<file path="src/rtl/mcp3221_i2c_responder_if.sv">
// Bus and sample-stream signals of the MCP3221 responder.
// The slave modport is the responder's view. The master modport is the view
// of the initiator or sample source that drives it.
interface mcp3221_i2c_responder_if;
    logic        i2c_sclk;
    logic        i2c_sda_input;
    logic        i2c_sda_output;
    logic        sda_is_output;
    logic [11:0] din_sample;
    logic        din_valid;
    logic        din_ready;
    logic [11:0] dout_sample_sent;
    logic        dout_valid;
    logic        dout_addr_match;

    modport slave (
        input  i2c_sclk, i2c_sda_input, din_sample, din_valid,
        output i2c_sda_output, sda_is_output, din_ready,
               dout_sample_sent, dout_valid, dout_addr_match
    );

    modport master (
        output i2c_sclk, i2c_sda_input, din_sample, din_valid,
        input  i2c_sda_output, sda_is_output, din_ready,
               dout_sample_sent, dout_valid, dout_addr_match
    );
endinterface

</file>
<file path="src/rtl/mcp3221_i2c_responder.sv">
// MCP3221 emulation: I2C read-only target that returns a 12-bit sample as
// {4'b0, s[11:8]}, s[7:0]. It keeps sending samples while the initiator ACKs
// the second byte.
module mcp3221_i2c_responder #(
    parameter logic [6:0] G_DEVICE_ADDRESS = 7'h4D,
    parameter int         G_SYNC_STAGES    = 2
) (
    input logic clk,
    input logic reset,
    mcp3221_i2c_responder_if.slave bus
);
    typedef enum logic [2:0] {
        ST_IDLE, ST_ADDR, ST_ADDR_ACK, ST_TX, ST_MACK, ST_WAIT_STOP
    } state_t;

    logic [G_SYNC_STAGES-1:0] scl_sync, sda_sync;
    logic scl_s, sda_s, scl_d, sda_d;
    logic scl_rise, scl_fall, start_det, stop_det;

    logic [11:0] sample_hold;
    logic        din_ready;

    state_t      state, state_n;
    logic [3:0]  bit_cnt, bit_cnt_n;
    logic [7:0]  addr_sh, addr_sh_n;
    logic [7:0]  tx_sh, tx_sh_n;
    logic [7:0]  tx_load;
    logic        byte_idx, byte_idx_n;
    logic        sda_oe, sda_oe_n;
    logic [11:0] snap_reg, snap_n;
    logic [11:0] sample_sent, sent_n;
    logic        dout_valid, valid_n;
    logic        addr_match, match_n;

    assign scl_s = scl_sync[G_SYNC_STAGES-1];
    assign sda_s = sda_sync[G_SYNC_STAGES-1];

    // Synchronize SCL and SDA, then keep one history flop for edge detection.
    // Reset to 1 so that an idle bus never produces an event.
    always_ff @(posedge clk) begin
        if (reset) begin
            scl_sync <= '1;
            sda_sync <= '1;
            scl_d    <= 1'b1;
            sda_d    <= 1'b1;
        end else begin
            scl_sync <= {scl_sync[G_SYNC_STAGES-2:0], bus.i2c_sclk};
            sda_sync <= {sda_sync[G_SYNC_STAGES-2:0], bus.i2c_sda_input};
            scl_d    <= scl_s;
            sda_d    <= sda_s;
        end
    end

    assign scl_rise  =  scl_s & ~scl_d;
    assign scl_fall  = ~scl_s &  scl_d;
    assign start_det =  scl_s &  scl_d &  sda_d & ~sda_s;
    assign stop_det  =  scl_s &  scl_d & ~sda_d &  sda_s;

    // Sample holding register. It is always ready except in the reset cycle.
    always_ff @(posedge clk) begin
        if (reset) begin
            sample_hold <= 12'h000;
            din_ready   <= 1'b0;
        end else begin
            din_ready <= 1'b1;
            if (bus.din_valid && din_ready) sample_hold <= bus.din_sample;
        end
    end

    // FSM and datapath register bank.
    always_ff @(posedge clk) begin
        if (reset) begin
            state       <= ST_IDLE;
            bit_cnt     <= 4'd0;
            addr_sh     <= 8'h00;
            tx_sh       <= 8'h00;
            byte_idx    <= 1'b0;
            sda_oe      <= 1'b0;
            snap_reg    <= 12'h000;
            sample_sent <= 12'h000;
            dout_valid  <= 1'b0;
            addr_match  <= 1'b0;
        end else begin
            state       <= state_n;
            bit_cnt     <= bit_cnt_n;
            addr_sh     <= addr_sh_n;
            tx_sh       <= tx_sh_n;
            byte_idx    <= byte_idx_n;
            sda_oe      <= sda_oe_n;
            snap_reg    <= snap_n;
            sample_sent <= sent_n;
            dout_valid  <= valid_n;
            addr_match  <= match_n;
        end
    end

    // Next-state logic. SDA changes only on a detected SCL fall (or a release
    // on START/STOP), so the responder can never create a bus condition.
    always_comb begin
        state_n    = state;
        bit_cnt_n  = bit_cnt;
        addr_sh_n  = addr_sh;
        tx_sh_n    = tx_sh;
        byte_idx_n = byte_idx;
        sda_oe_n   = sda_oe;
        snap_n     = snap_reg;
        sent_n     = sample_sent;
        valid_n    = 1'b0;
        match_n    = 1'b0;
        tx_load    = 8'h00;

        if (start_det) begin
            state_n   = ST_ADDR;
            bit_cnt_n = 4'd0;
            sda_oe_n  = 1'b0;
        end else if (stop_det) begin
            state_n  = ST_IDLE;
            sda_oe_n = 1'b0;
        end else begin
            case (state)
                ST_IDLE, ST_WAIT_STOP: sda_oe_n = 1'b0;
                ST_ADDR: if (scl_rise) begin
                    addr_sh_n = {addr_sh[6:0], sda_s};
                    bit_cnt_n = bit_cnt + 4'd1;
                    if (bit_cnt == 4'd7) begin
                        bit_cnt_n = 4'd0;
                        if (addr_sh_n[7:1] == G_DEVICE_ADDRESS && addr_sh_n[0])
                            state_n = ST_ADDR_ACK;
                        else
                            state_n = ST_WAIT_STOP;
                    end
                end
                // bit_cnt 0: waiting for the fall that starts the ACK bit.
                // bit_cnt 1: ACK is being driven, and the next fall starts byte 0.
                ST_ADDR_ACK: if (scl_fall) begin
                    if (bit_cnt == 4'd0) begin
                        sda_oe_n  = 1'b1;
                        snap_n    = sample_hold;
                        match_n   = 1'b1;
                        bit_cnt_n = 4'd1;
                    end else begin
                        tx_load    = {4'b0000, snap_reg[11:8]};
                        sda_oe_n   = ~tx_load[7];
                        tx_sh_n    = {tx_load[6:0], 1'b0};
                        bit_cnt_n  = 4'd1;
                        byte_idx_n = 1'b0;
                        state_n    = ST_TX;
                    end
                end
                // bit_cnt counts the bits already presented in this byte.
                ST_TX: if (scl_fall) begin
                    if (bit_cnt == 4'd8) begin
                        sda_oe_n  = 1'b0;
                        bit_cnt_n = 4'd0;
                        state_n   = ST_MACK;
                    end else begin
                        sda_oe_n  = ~tx_sh[7];
                        tx_sh_n   = {tx_sh[6:0], 1'b0};
                        bit_cnt_n = bit_cnt + 4'd1;
                    end
                end
                ST_MACK: begin
                    if (scl_rise && bit_cnt == 4'd0) begin
                        bit_cnt_n = 4'd1;
                        if (byte_idx) begin
                            valid_n = 1'b1;
                            sent_n  = snap_reg;
                            if (!sda_s) snap_n  = sample_hold;
                            else        state_n = ST_WAIT_STOP;
                        end
                    end else if (scl_fall && bit_cnt == 4'd1) begin
                        tx_load    = byte_idx ? {4'b0000, snap_reg[11:8]} : snap_reg[7:0];
                        sda_oe_n   = ~tx_load[7];
                        tx_sh_n    = {tx_load[6:0], 1'b0};
                        bit_cnt_n  = 4'd1;
                        byte_idx_n = ~byte_idx;
                        state_n    = ST_TX;
                    end
                end
                default: begin
                    state_n  = ST_IDLE;
                    sda_oe_n = 1'b0;
                end
            endcase
        end
    end

    assign bus.sda_is_output    = sda_oe;
    assign bus.i2c_sda_output   = ~sda_oe;
    assign bus.din_ready        = din_ready;
    assign bus.dout_sample_sent = sample_sent;
    assign bus.dout_valid       = dout_valid;
    assign bus.dout_addr_match  = addr_match;
endmodule

</file>
<file path="src/flat_wrapper.sv">
// flat-port wrapper written by rule: the top's interface ports become plain ports
module mcp3221_i2c_responder_flat 
#(
    parameter logic [6:0] G_DEVICE_ADDRESS = 7'h4D,
    parameter int         G_SYNC_STAGES    = 2
)
  (clk, reset, bus_i2c_sclk, bus_i2c_sda_input, bus_din_sample, bus_din_valid, bus_i2c_sda_output, bus_sda_is_output, bus_din_ready, bus_dout_sample_sent, bus_dout_valid, bus_dout_addr_match);
  mcp3221_i2c_responder_if bus_i ();
  input logic clk;
  input logic reset;
  input wire logic [$bits(bus_i.i2c_sclk)-1:0] bus_i2c_sclk;
  input wire logic [$bits(bus_i.i2c_sda_input)-1:0] bus_i2c_sda_input;
  input wire logic [$bits(bus_i.din_sample)-1:0] bus_din_sample;
  input wire logic [$bits(bus_i.din_valid)-1:0] bus_din_valid;
  output wire logic [$bits(bus_i.i2c_sda_output)-1:0] bus_i2c_sda_output;
  output wire logic [$bits(bus_i.sda_is_output)-1:0] bus_sda_is_output;
  output wire logic [$bits(bus_i.din_ready)-1:0] bus_din_ready;
  output wire logic [$bits(bus_i.dout_sample_sent)-1:0] bus_dout_sample_sent;
  output wire logic [$bits(bus_i.dout_valid)-1:0] bus_dout_valid;
  output wire logic [$bits(bus_i.dout_addr_match)-1:0] bus_dout_addr_match;
  assign bus_i.i2c_sclk = bus_i2c_sclk;
  assign bus_i.i2c_sda_input = bus_i2c_sda_input;
  assign bus_i.din_sample = bus_din_sample;
  assign bus_i.din_valid = bus_din_valid;
  assign bus_i2c_sda_output = bus_i.i2c_sda_output;
  assign bus_sda_is_output = bus_i.sda_is_output;
  assign bus_din_ready = bus_i.din_ready;
  assign bus_dout_sample_sent = bus_i.dout_sample_sent;
  assign bus_dout_valid = bus_i.dout_valid;
  assign bus_dout_addr_match = bus_i.dout_addr_match;
  mcp3221_i2c_responder #(.G_DEVICE_ADDRESS(G_DEVICE_ADDRESS), .G_SYNC_STAGES(G_SYNC_STAGES)) u_core (.clk(clk), .reset(reset), .bus(bus_i));
endmodule
</file>
<file path="config.mk">
export PLATFORM = sky130hd
export DESIGN_NAME = mcp3221_i2c_responder_flat
export DESIGN_NICKNAME = d
export VERILOG_FILES = /design/src/rtl/mcp3221_i2c_responder_if.sv /design/src/rtl/mcp3221_i2c_responder.sv /design/src/flat_wrapper.sv
export SDC_FILE = /design/constraint.sdc
export NUM_CORES = 1
export LEC_CHECK = 0
export CAP_MARGIN = 20
export CORE_MARGIN = 5
export CORE_UTILIZATION = 60
export DETAILED_ROUTE_END_ITERATION = 8
export PLACE_DENSITY_LB_ADDON = 0.25
export SYNTH_ARGS = -nofsm -noshare
export SYNTH_HDL_FRONTEND = slang
export SYNTH_SLANG_ARGS = --single-unit
</file>
<file path="constraint.sdc">
create_clock -name clk -period 4.1 [get_ports clk]
set_input_delay 0.82 -clock clk [delete_from_list [all_inputs] [get_ports clk]]
set_output_delay 0.82 -clock clk [all_outputs]
set_load 0.03 [all_outputs]
</file>
Yosys cells after proc, flatten, opt, wreduce, memory -nomap -nowiden
Cells that the tools add are included.
- equality and inequality tests: 35
- add/subtract/negate cells: 1
- reductions and logical operators: 23
- bitwise logic cells: 23
- muxes and demuxes: 50
- operator list (cell ; count):
    12-bit 2-to-1 mux ; 5
    8-bit 2-to-1 mux ; 7
    3-bit 2-to-1 mux ; 11
    4-bit 2-to-1 mux ; 7
    12-bit case mux with 2 select lines ; 1
    8-bit case mux with 3 select lines ; 1
    4-bit by 1-bit != test with 1-bit output, second input constant ; 5
    10-bit AND reduction ; 2
    2-bit by 1-bit != test with 1-bit output, second input constant ; 9
    1-bit NOT ; 16
    4-bit case mux with 4 select lines ; 1
    3-bit case mux with 5 select lines ; 1
    1-bit 2-to-1 mux ; 14
    5-bit by 2-bit != test with 1-bit output, second input constant ; 2
    5-bit AND reduction ; 2
    5-bit OR reduction ; 2
    9-bit AND reduction ; 1
    2-bit != test, second input constant ; 4
    8-bit AND reduction ; 1
    1-bit bitwise AND ; 7
    7-bit == test, second input constant ; 1
    7-bit AND reduction ; 1
    3-bit by 2-bit == test with 1-bit output, second input constant ; 2
    3-bit == test, second input constant ; 2
    21 further kinds ; 27
- output and inout port bits: 17
- input bits: 17
- word-level logic and storage cells: 149
- bits in registers: 69

Longest topological paths before layout
Gate-level depths: netlist of run 1.
- word-level depth: 8
- gate-level depth with buffers: 8
- depth with buffers taken out: 7

Worst setup path after synthesis of run 1
No wires, ideal clock.
- kind: register to register
- start: register u_core.bit_cnt[0]
- end: register u_core.state[1]
- cell stages (with the launch flop): 8
- data required time: 4.030 ns
- slack: 2.269 ns
- clock period less this slack: 1.831 ns
- arrival time: 1.761 ns
- library setup time: 0.070 ns
- buffers on the path: 0
- cell sequence: dfxtp_1 inv_1 ha_1 nor3b_4 a2111oi_4 o32ai_2 or3_1 a21oi_1
- word-level cells in the longest chain between the ends: 4
- elaborated cells between the ends (all ways): 15
- those cells by class: eq/ne (9); mux (2); reduce/logical (4)
- RTL lines (element ; line ; text):
    start: declaration ; mcp3221_i2c_responder.sv:24 ; logic [3:0] bit_cnt, bit_cnt_n;
    start signal: assignment ; mcp3221_i2c_responder.sv:85 ; bit_cnt <= bit_cnt_n;
    4-bit by 1-bit == test with 1-bit output / 4-bit logical NOT (equally long branches) ; mcp3221_i2c_responder.sv:171, mcp3221_i2c_responder.sv:136, mcp3221_i2c_responder.sv:163 ;
    1-bit logical AND (on tied branches) ; mcp3221_i2c_responder.sv:171, mcp3221_i2c_responder.sv:163 ;
    3-bit by 1-bit != test with 1-bit output (no source line), or another cell as far along ; -- ;
    10-bit AND reduction (no source line) / 3-bit case mux with 5 select lines (equally long branches) ; -- ;
    end signal: assignment ; mcp3221_i2c_responder.sv:84 ; state <= state_n;
    end: declaration ; mcp3221_i2c_responder.sv:23 ; state_t state, state_n;
Parallel ways exist; a longest one is shown, timed or not.
A chain may end at the register's enable or synchronous reset.

Worst setup path after layout of run 1
- start: register u_core.state[2]
- end: register u_core.snap_reg[3]
- word-level cells in the longest chain between the ends: 3
- elaborated cells between the ends (all ways): 10
- those cells by class: eq/ne (7); mux (1); reduce/logical (2)
- RTL lines (element ; line ; text):
    3-bit == test / 3-bit by 2-bit == test with 1-bit output (equally long branches) ; mcp3221_i2c_responder.sv:120 ; case (state)
    2-bit != test (no source line), or another cell as far along ; -- ;
    8-bit AND reduction (no source line) ; -- ;
    end signal: assignment ; mcp3221_i2c_responder.sv:90 ; snap_reg <= snap_n;
    end: declaration ; mcp3221_i2c_responder.sv:30 ; logic [11:0] snap_reg, snap_n;
Parallel ways exist; a longest one is shown, timed or not.

==> results of run 1 <==
-- cell usage after synthesis, types with 3 or more instances --
| master | n | area share |
|---|---|---|
| a211oi_1 | 6 | 0.014 |
| a21oi_1 | 42 | 0.068 |
| a32oi_1 | 4 | 0.011 |
| and2_1 | 4 | 0.0080 |
| buf_2 | 5 | 0.0080 |
| buf_6 | 5 | 0.018 |
| clkbuf_1 | 11 | 0.013 |
| dfxtp_1 | 68 | 0.44 |
| ha_1 | 3 | 0.012 |
| inv_1 | 6 | 0.0072 |
| mux2i_1 | 20 | 0.064 |
| nand2_1 | 68 | 0.082 |
| nand2b_1 | 6 | 0.012 |
| nand3_1 | 15 | 0.024 |
| nand3b_1 | 4 | 0.0096 |
| nor2_1 | 32 | 0.039 |
| nor2b_1 | 7 | 0.014 |
| nor3b_4 | 3 | 0.018 |
| nor4b_1 | 3 | 0.0084 |
| o21ai_0 | 7 | 0.011 |
| or2_2 | 6 | 0.012 |
-- final timing paths --
kind | startpoint | end | depth (start not counted)
worst max-delay path | u_core.state[2] | u_core.snap_reg[3] | 5
worst min-delay path | u_core.sda_sync[0] | u_core.sda_sync[1] | 1
worst max register to register | u_core.state[2] | u_core.snap_reg[3] | 5
worst min register to register | u_core.sda_sync[0] | u_core.sda_sync[1] | 1
-- final cells by class --
| type | count | share of cell area |
|---|---|---|
| clock inverter | 6 | 0.0310 |
| multi-input combinational | 262 | 0.438 |
| tap | 70 | 0.0241 |
| timing repair buffer | 34 | 0.0915 |
| inverter | 6 | 0.00619 |
| sequential | 68 | 0.374 |
| clock buffer | 10 | 0.0351 |
-- per-layer routing --
metal	up-vias	global-route usage
met5	-	0
met4	0	0.0764
met3	14	0.0625
met2	90	0.317
met1	1195	0.302
li1	1288	-
-- power by group through the flow --
stage	sequential, mW	combinational [mW]	clock, mW
floorplan	0.688	0.0315	0
global placement	0.691	0.0494	0
detailed placement	0.691	0.0504	0
CTS	0.676	0.0509	0.669
global route	0.677	0.0559	0.700
finish	0.676	0.0508	0.660
-- logic make-up (layout without fill, tap and decap cells) --
kind of cell	after synthesis	count (layout)	share of synthesized area
flip-flops	68	68	0.437
multiplexers	20	20	0.0643
adder cells (fa/ha/maj)	3	3	0.0121
AO/OA/AOI/OAI	79	79	0.168
XOR/XNOR	1	1	0.00281
buffers and inverters	29	56	0.0514
AND/OR/NAND/NOR	159	159	0.264
-- per-stage QoR --
stage | hold WS, ns | total power, mW | std cells
final | 0.412 | 1.39 | 456
after floorplan | 0.389 | 0.720 | 359
after CTS | 0.415 | 1.40 | 456
after global routing | 0.433 | 1.43 | 456
after global placement | 0.394 | 0.740 | 440
after detailed placement | 0.398 | 0.742 | 440
-- placed cells by master (no fill, tap or decap), types with 4 or more instances in the layout --
master           instances
or2_2                    6
nand2b_1                 6
nand3b_1                 4
a32oi_1                  4
a21oi_1                 42
clkbuf_8                 9
dfxtp_1                 68
nor2_1                  32
nand3_1                 15
nand2_1                 68
o21ai_0                  7
and2_1                   4
inv_1                    6
mux2i_1                 20
clkdlybuf4s50_1         32
a211oi_1                 6
nor2b_1                  7
==> metrics, run 1 <==
# resized after CTS=0; Chip Height=82.0 microns; asr flop ratio synth=0; DR vias/cell=5.67; Pre-Repair DR Iteration Count=5; crit path max-delay cell type=dfxtp_1; Sw Share=0.209; Power Dens Cells=382 nW/um^2; Slew Limit Fails=0; post-synthesis sequential area ratio=0.437; WP data required=4.32 ns; vias=about 2600; cell count after synthesis=~360; clock-pin slew on the worst setup and hold paths=0.07 ns; antenna viol nets, final=0; outcome=complete, no violations; CP bufs+invs=0; met2 wire len=2910 microns; Die Area=just under 7000 sq um; Worst Max-Slew Pin Slew=0.827 ns; fill count=roughly 400; Flop pwr share=0.487; Worst path max stage delay=~0.66 ns; DP Area=3400 sq um; Warnings, synthesis=0; grt total ovfl=0; synth-to-layout area growth=16.8%; final setup skew=0.00707 ns; Synth Register Bits=68; Peak VDD IR=0.269 mV; Initial Utilization=0.613; critical path cell sequence=nor3b_4 > nand4_2 > o21a_1 > mux2i_1 > nor2_1; Pint=1.10 mW; CTS Buf Count=9; RSZ-0062 raised after global routing=false; die width=82.0 microns; nets@finish=401; crit path max fanout=15; root buffer cell=clkbuf_8; Avg Cell Area, Syn=8.67 sq um; CP Capture Type=register; Data arrival, critical path=2.78 ns; hold buffers post-CTS=0; Clk Latency, worst-skew pair=between 0.3 and 0.4 ns; initial antenna violation count=0; Hold Vio Cnt, Final=0; Post-CTS Setup Bufs=0; Multi-input gate area=1590 sq um; WL met3=422 microns; Net Switching=0.289 mW; Antenna Cells=0; maxcap violations=0; Setup Viol. Count Final=0; syn_nets=379; PortBufs=33; Post-Route M1 WL=3200 microns; LEAKAGE=1.30 nW; layout cell share with drive strength beyond 1=0.0855; CTS Buffer Depth=2; core box area=5070 sq um; routability cong.=0.859; Fin Setup TNS=0 ns; Netlist cell types=50; logic gate share of total power=0.037; pin count of the biggest net entering global routing=45; Register Area=1360 sq um; vias in the first global route=2359; worst setup margin=1.54 ns; CP top delay family=simple AND/OR/NAND/NOR gates; H-tree Lvls=3; Rows=26; routed length per instance=between 10 and 15 microns; CP Launch Type=register; critical path class=reg2reg; post-route cell area=3640 sq um; Worst slew margin=0.448; I/O pins=34; Final Cycle Share=0.624; Post-synth EDFFs=0; Setup Slack @ Placement=1.53 ns; GRT Util Overall=0.216; setup slack, reg-to-reg=about 1.5 ns; dpl hpwl=4710 microns; highest routed layer=met4; 1st-iter DRT viols=slightly below 200; crit path time final=2.56 ns; drt total wl=6640 microns; Max Clk Rate=0.391 GHz; Syn Std Cell Area=3110 sq um; Hold Path Class=reg2reg; Residual DRC=0; CTS tree=yes; CTS Sinks=68; fin util=0.716; Synth Flop Type=dfxtp_1; clock power share=0.476; first-pass GRT wire length=between 10000 and 15000 microns
Note: power is estimated with default switching activity, not from simulation.
==> run 2, diff against run 1 <==
CORE_UTILIZATION = 56   (was 60)
clock period = 2.5 ns   (was 4.1 ns; I/O delays follow)
==> metrics, run 2 (synthesis results as in run 1) <==
Max Clk Rate=0.445 GHz; most frequent cells in the layout=nand2_1, dfxtp_1, a21oi_1; routed length per instance=14.8 microns; Initial Utilization=0.572; hold buffers post-CTS=0; root buffer cell=clkbuf_8; outcome=complete, no violations; dpl hpwl=4870 microns; Clk Latency, worst-skew pair=between 0.3 and 0.4 ns; initial antenna violation count=0; Slew Limit Fails=0; Hold Vio Cnt, Final=0; post-route cell area=3660 sq um; vias=2628; clock-pin slew on the worst setup and hold paths=approximately 0.070 ns; Final Power=2.12 mW; layout cell share with drive strength beyond 1=0.102; Worst slew margin=0.588; routability cong.=0.924; Residual DRC=0; CTS Sinks=68; RSZ-0062 raised after global routing=false; crit path max fanout=15; DR vias/cell=5.64; # resized after CTS=0; drt total wl=6890 microns; Hold Path Class=reg2reg; Pre-Repair DR Iteration Count=4; critical path class=reg2reg; CTS tree=yes; maxcap violations=0; CP Capture Type=register; nets@finish=409; crit path time final=2.25 ns; Final Cycle Share=0.898; 1st-iter DRT viols=185; Power Dens Cells=579 nW/um^2; Chip Height=approximately 85 microns; Rows=27; vias in the first global route=2490; antenna viol nets, final=0; GRT Util Overall=0.198; WP data required=2.72 ns; Post-CTS Setup Bufs=0; Die Area=roughly 7200 sq um; CP Launch Type=register; Data arrival, critical path=2.47 ns; grt total ovfl=0; core box area=5440 sq um; Fin Setup TNS=0 ns; logic gate share of total power=0.041; Net Switching=0.466 mW; LEAKAGE=1.33 nW; Antenna Cells=0; first-pass GRT wire length=11600 microns; H-tree Lvls=3; Setup Viol. Count Final=0; final setup skew=0.00518 ns; synth-to-layout area growth=17.6%; die width=84.6 microns; Worst Max-Slew Pin Slew=approximately 0.62 ns; Pint=1.66 mW; Flop pwr share=0.523; pin count of the biggest net entering global routing=35; CTS Buf Count=9; I/O pins=34; DP Area=3460 sq um; PortBufs=33; CTS Buffer Depth=2; Peak VDD IR=0.426 mV; Sw Share=0.220; clock power share=0.437
==> run 2: changes by cell type in the layout (fill, tap and decap cells not counted) <==
| cell | change |
|---|---|
| inv_6 | +1 |
| clkbuf_1 | +1 |
| clkinv_4 | -2 |
| clkbuf_8 | +2 |
| buf_4 | +8 |
| bufinv_16 | -2 |
==> run 2: layout make-up <==
type,count,area (sq um)
tap,72,90.1
timing repair buffer,42,393
sequential,68,1360
clock inverter,3,43.8
inverter,6,22.5
fill,452,1780
multi-input combinational,262,1590
clock buffer,13,159
==> run 2: metal layers <==
metal	share of wire	vias up	track usage
met2	0.43	94	0.302
met4	0.015	0	0.0849
met5	0	-	0
li1	-	1308	-
met1	0.48	1216	0.275
met3	0.071	10	0.0353
==> run 2: path summary, 6_finish.rpt <==
check	from	to	slack, ns	depth (start not counted)
worst min-delay path	u_core.scl_sync[0]	u_core.scl_sync[1]	0.41	1
worst max register to register	u_core.state[2]	u_core.bit_cnt[0]	0.25	5
worst min register to register	u_core.scl_sync[0]	u_core.scl_sync[1]	0.41	1
worst max-delay path	u_core.state[2]	u_core.bit_cnt[0]	0.25	5
==> run 2: critical path, stage by stage (launching register included) <==
cell and delay [ns]:
dfxtp_1 0.66, nor3b_4 0.54, nand2_1 0.15, o221ai_1 0.44, o2111a_1 0.28, a211oi_1 0.06
==> run 2: metrics by stage <==
| step | util | worst slack (ns) | hold slack [ns] | instances |
|---|---|---|---|---|
| finish | 0.673 | 0.254 | 0.413 | 466 |
| CTS | 0.673 | 0.299 | 0.415 | 466 |
| global route | 0.673 | 0.247 | 0.438 | 466 |
| global placement | 0.636 | 0.470 | 0.396 | 450 |
| detailed placement | 0.636 | 0.347 | 0.398 | 450 |
| floorplan | - | 0.669 | 0.389 | 359 |
==> run 2: power groups by stage <==
stage          clock (mW)  sequential (mW)  combinational [mW]
2_1_floorplan           0             1.13              0.0516
3_3_place_gp            0             1.13              0.0847
3_5_place_dp            0             1.13              0.0855
4_1_cts             0.931             1.11              0.0860
5_1_grt             0.986             1.11              0.0943
6_report            0.926             1.11              0.0864
==> run 3, diff against run 2 <==
CORE_ASPECT_RATIO = 1.2   (was default)
==> metrics, run 3 (synthesis results as in run 1) <==
Final Cycle Share=0.865; Setup Viol. Count Final=0; post-route cell area=3640 sq um; 1st-iter DRT viols=217; CP Launch Type=register; Setup Slack @ Placement=0.406 ns; Power Dens Cells=568 nW/um^2; reg-to-reg endpoint=u_core.bit_cnt[0]; hold buffers post-CTS=0; vias=about 2600; die width=between 70 and 80 microns; grt total ovfl=0; vias in the first global route=roughly 2400; crit path max-delay cell type=dfxtp_1; root buffer cell=clkbuf_8; DR vias/cell=5.63; synth-to-layout area growth=16.8%; Worst path max stage delay=0.70 ns; Die Area=7160 sq um; final setup skew=0.00841 ns; CTS Buf Count=9; Rows=29; Initial Utilization=0.584; most frequent cells in the layout=nand2_1, dfxtp_1, a21oi_1; WP data required=2.72 ns; PortBufs=33; Chip Height=roughly 90 microns; antenna viol nets, final=0; Hold Path Class=reg2reg; I/O pins=34; maxcap violations=0; drt total wl=6890 microns; Fin Setup TNS=0 ns; Data arrival, critical path=roughly 2.4 ns; Residual DRC=0; critical path cell sequence=nor3b_4 > nand2_1 > o221ai_1 > o2111a_1 > a211oi_1; fill count=425; CP Capture Type=register; critical path class=reg2reg; stages on the worst setup path=5; routability cong.=0.905; Antenna Cells=0; layout cell share with drive strength beyond 1=0.104; clock-pin slew on the worst setup and hold paths=0.07 ns; Worst slew margin=0.564; CP Capture Point=u_core.bit_cnt[0]; Hold Vio Cnt, Final=0; CP top delay family=simple AND/OR/NAND/NOR gates; worst setup margin=0.338 ns; outcome=complete, no violations; pin count of the biggest net entering global routing=36; dpl hpwl=4960 microns; crit path time final=2.16 ns; CTS tree=yes; routed length per instance=15.1 microns; RSZ-0062 raised after global routing=false; core box area=5330 sq um; Slew Limit Fails=0; LEAKAGE=1.32 nW; nets@finish=409; Clk Latency, worst-skew pair=about 0.34 ns; Post-CTS Setup Bufs=0; CP Launch Point=u_core.state[0]; H-tree Lvls=3; CP bufs+invs=0; Reg2Reg Depth=5; Max Clk Rate=0.463 GHz; Reg-to-Reg Start=u_core.state[0]; first-pass GRT wire length=11700 microns; GRT Util Overall=0.204; placed cells=440; CTS Sinks=between 60 and 70; Cell Count, Final, Fillers Out=455; # resized after CTS=0; Peak VDD IR=0.367 mV; setup slack, reg-to-reg=0.34 ns; Pre-Repair DR Iteration Count=4; CTS Buffer Depth=2; initial antenna violation count=0; Worst Max-Slew Pin Slew=0.653 ns; crit path max fanout=14; DP Area=3450 sq um
-- run 3: cell types whose count changed in the layout (fill, tap and decap cells not counted) --
cell / delta
clkbuf_8: -1
clkbuf_1: -2
inv_6: -1
clkinvlp_4: +1
clkinv_2: +2
-- run 3: how the worst min path moves through the flow --
stage | start | end | slack (ns) | cells past startpoint
final | u_core.sda_sync[0] | u_core.sda_sync[1] | 0.41 | 1
after global routing | u_core.scl_sync[0] | u_core.scl_sync[1] | 0.42 | 1
after CTS | u_core.sda_sync[0] | u_core.sda_sync[1] | 0.41 | 1
after detailed placement | u_core.sda_sync[0] | u_core.sda_sync[1] | 0.40 | 1
after global placement | u_core.sda_sync[0] | u_core.sda_sync[1] | 0.40 | 1
after floorplan | u_core.scl_sync[0] | u_core.scl_sync[1] | 0.39 | 1
-- run 3: where the power goes --
group | switching [mW] | leakage, nW | internal (mW)
Combinational | 0.0443 | 0.672 | 0.0403
Sequential | 0.0116 | 0.551 | 1.10
Clock | 0.396 | 0.0979 | 0.476
Total | 0.452 | 1.32 | 1.61
-- run 3: cell type report --
type	count	area [sq um]	area share
Tap cell	62	77.6	0.0213
Clock inverter	5	52.6	0.0145
Sequential cell	68	1360	0.374
Clock buffer	10	138	0.0379
Multi-Input combinational cell	262	1590	0.438
Inverter	6	22.5	0.00619
Timing Repair Buffer	42	393	0.108
-- run 3: per-layer routing --
layer  GRT usage  wire length [microns]  vias to the layer above
met5           0                      0                        -
met4       0.101                    186                        0
met3      0.0441                    288                       14
met2       0.345                   3480                       64
met1       0.240                   2940                     1176
li1            -                      -                     1306
-- run 3: per-stage QoR --
stage	hold WS [ns]	utilization	total power, mW
final	0.412	0.682	2.07
after global routing	0.422	0.682	2.15
after CTS	0.415	0.682	2.08
after detailed placement	0.397	0.646	1.22
after global placement	0.402	0.646	1.22
after floorplan	0.389	-	1.18
-- run 3: worst reg2reg max path, delay by kind of cell (launching register included) --
family             cells  cell delay, ns
AOI/OAI and AO/OA      3            0.55
and+or+nand+nor        2            0.79
DFF                    1            0.70
==> RTL change (settings of run 2) <==
`G_SYNC_STAGES` is set to 2 in 2 places; all go to 4.
--- a/src/rtl/mcp3221_i2c_responder.sv
+++ b/src/rtl/mcp3221_i2c_responder.sv
@@ -3,7 +3,7 @@
 // the second byte.
 module mcp3221_i2c_responder #(
     parameter logic [6:0] G_DEVICE_ADDRESS = 7'h4D,
-    parameter int         G_SYNC_STAGES    = 2
+    parameter int         G_SYNC_STAGES    = 4
 ) (
     input logic clk,
     input logic reset,
--- a/src/flat_wrapper.sv
+++ b/src/flat_wrapper.sv
@@ -2,7 +2,7 @@
 module mcp3221_i2c_responder_flat 
 #(
     parameter logic [6:0] G_DEVICE_ADDRESS = 7'h4D,
-    parameter int         G_SYNC_STAGES    = 2
+    parameter int         G_SYNC_STAGES    = 4
 )
   (clk, reset, bus_i2c_sclk, bus_i2c_sda_input, bus_din_sample, bus_din_valid, bus_i2c_sda_output, bus_sda_is_output, bus_din_ready, bus_dout_sample_sent, bus_dout_valid, bus_dout_addr_match);
   mcp3221_i2c_responder_if bus_i ();
Function: same outputs for any inputs over 10 cycles, from zero or initial values and one cycle with reset high; that may be too few to reach the edited logic, so the function may still have changed.
==> RTL change against run 2 <==
Clock power fell by 13%; non-clock buffer count up 1; maximum frequency increased by 3.9%; design area increased by 3.6%; largest power group unchanged; critical endpoint is now u_core.tx_sh[2]; power is 2.1% lower; highest routed layer unchanged; synthesized cell count increased by 9.2%; sequential cell count is 4 higher; setup slack improved by 84 ps; wire length up 5.1%; area after synthesis is 4.7% higher.
==> RTL change: results (changes against run 2) <==
{
  "global_route": {
    "largest_net_degree_at_the_start_of_global_routing": {"value": 50, "change": "+43%"},
    "grt_pass1_vias": {"value": 2588, "change": "+3.9%"},
    "grt_first_pass_wirelength": {"value": 12200, "unit": "um", "change": "+4.9%"}
  },
  "detailed_routing": {
    "detailedRoute.firstIterationViolations": {"value": 408, "change": "+120%"},
    "viasPerCell": {"value": 5.83, "change": "+3.4%"},
    "drtPass1Iterations": {"value": 5, "change": "+1"},
    "wire_per_inst": {"value": 14.6, "unit": "um", "change": "-1.2%"}
  },
  "placement": {
    "preCtsSetupSlack": {"value": 423, "unit": "ps", "change": "+76.1 ps"},
    "dp.final_hpwl": {"value": 5010, "unit": "um", "change": "+2.9%"},
    "dp_cells": {"value": 480, "change": "+6.7%"},
    "globalplace.congestion": {"value": 0.929, "change": "+0.56%"}
  },
  "worst_setup_path": {
    "rrSetupSlack": {"value": 340, "unit": "ps", "change": "+80 ps"},
    "cpPeakStageDelay": {"value": 640, "unit": "ps", "change": "-20 ps"},
    "end_of_the_worst_register_to_register_path": "u_core.tx_sh[2]"
  },
  "synthesis": {
    "synth_seq_area_share": {"value": 0.442, "change": "+0.00493"},
    "syn_area_per_cell": {"value": 8.31, "unit": "um2", "change": "-4.1%"},
    "ys_top_cells_by_count": "sky130_fd_sc_hd__dfxtp_1 (72), sky130_fd_sc_hd__nand2_1 (61), sky130_fd_sc_hd__a21oi_1 (47)",
    "synthDistinctLibCells": {"value": 48, "change": "-4.0%"},
    "yosys-mux-area-fraction": {"value": 0.0461, "change": "-0.0182"},
    "netlist_top_cells_area": "sky130_fd_sc_hd__dfxtp_1 (44%), sky130_fd_sc_hd__a21oi_1 (7.2%), sky130_fd_sc_hd__nand2_1 (7.0%), sky130_fd_sc_hd__mux2i_1 (4.6%), sky130_fd_sc_hd__nor2_1 (3.9%)",
    "synth.net_count": {"value": 412, "change": "+8.7%"}
  },
  "outcome": {
    "outcome": "completed"
  },
  "cells_and_area": {
    "number_of_fill_cells_in_the_layout": {"value": 465, "change": "+2.9%"},
    "num-nets-final": {"value": 439, "change": "+7.3%"},
    "layoutNonFillerInstCount": {"value": 496, "change": "+6.4%"},
    "share_of_layout_cells_above_drive_strength_1": {"value": 0.104, "change": "+0.00225"}
  },
  "sta": {
    "worst_clock_skew": {"value": 6.79, "unit": "ps", "change": "+1.61 ps"}
  },
  "power": {
    "leakagePower": {"value": 1.40, "unit": "nW", "change": "+5.6%"}
  }
}
==> RTL change: cell count changes after synthesis, moves of 5 or more <==
cell / run 2 / this run
sky130_fd_sc_hd__a21oi_1: 42 / 47
sky130_fd_sc_hd__mux2i_1: 20 / 15
sky130_fd_sc_hd__nand2_1: 68 / 61
sky130_fd_sc_hd__nand3_1: 15 / 24
sky130_fd_sc_hd__nor3_1: 1 / 7
sky130_fd_sc_hd__or2_2: 6 / 12
==> RTL change: worst max path at each step <==
stage	slack (ps)	endpoint	from
floorplan	630	u_core.state[0]	u_core.bit_cnt[0]
global placement	500	u_core.state[0]	u_core.bit_cnt[0]
detailed placement	420	u_core.tx_sh[3]	u_core.state[1]
CTS	400	u_core.tx_sh[2]	u_core.state[1]
global route	210	u_core.tx_sh[2]	u_core.state[1]
finish	340	u_core.tx_sh[2]	u_core.state[1]
==> RTL change: per-layer routing <==
metal | GRT usage | wire (um) | vias to the layer above
li1 | - | - | 1418
met1 | 0.284 | 3420 | 1336
met2 | 0.313 | 3190 | 122
met3 | 0.0542 | 509 | 16
met4 | 0.0538 | 128 | 0
met5 | 0 | 0 | -
==> RTL change: area by class of cell <==
| class | count | area, um2 | share of cell area |
|---|---|---|---|
| multi-input cells | 286 | 1660 | 0.438 |
| flip-flops and latches | 72 | 1440 | 0.380 |
| repair buffers | 43 | 400 | 0.106 |
| clock buffers | 10 | 128 | 0.0337 |
| well taps | 72 | 90.1 | 0.0238 |
| clock inverters | 6 | 43.8 | 0.0115 |
| inverters | 7 | 26.3 | 0.00693 |
==> RTL change: where the power goes <==
group | internal [W] | total [W] | switching [W]
Sequential | 0.00116 | 0.00117 | 0.00000934
Combinational | 0.0000439 | 0.0000977 | 0.0000538
Clock | 0.000363 | 0.000809 | 0.000446
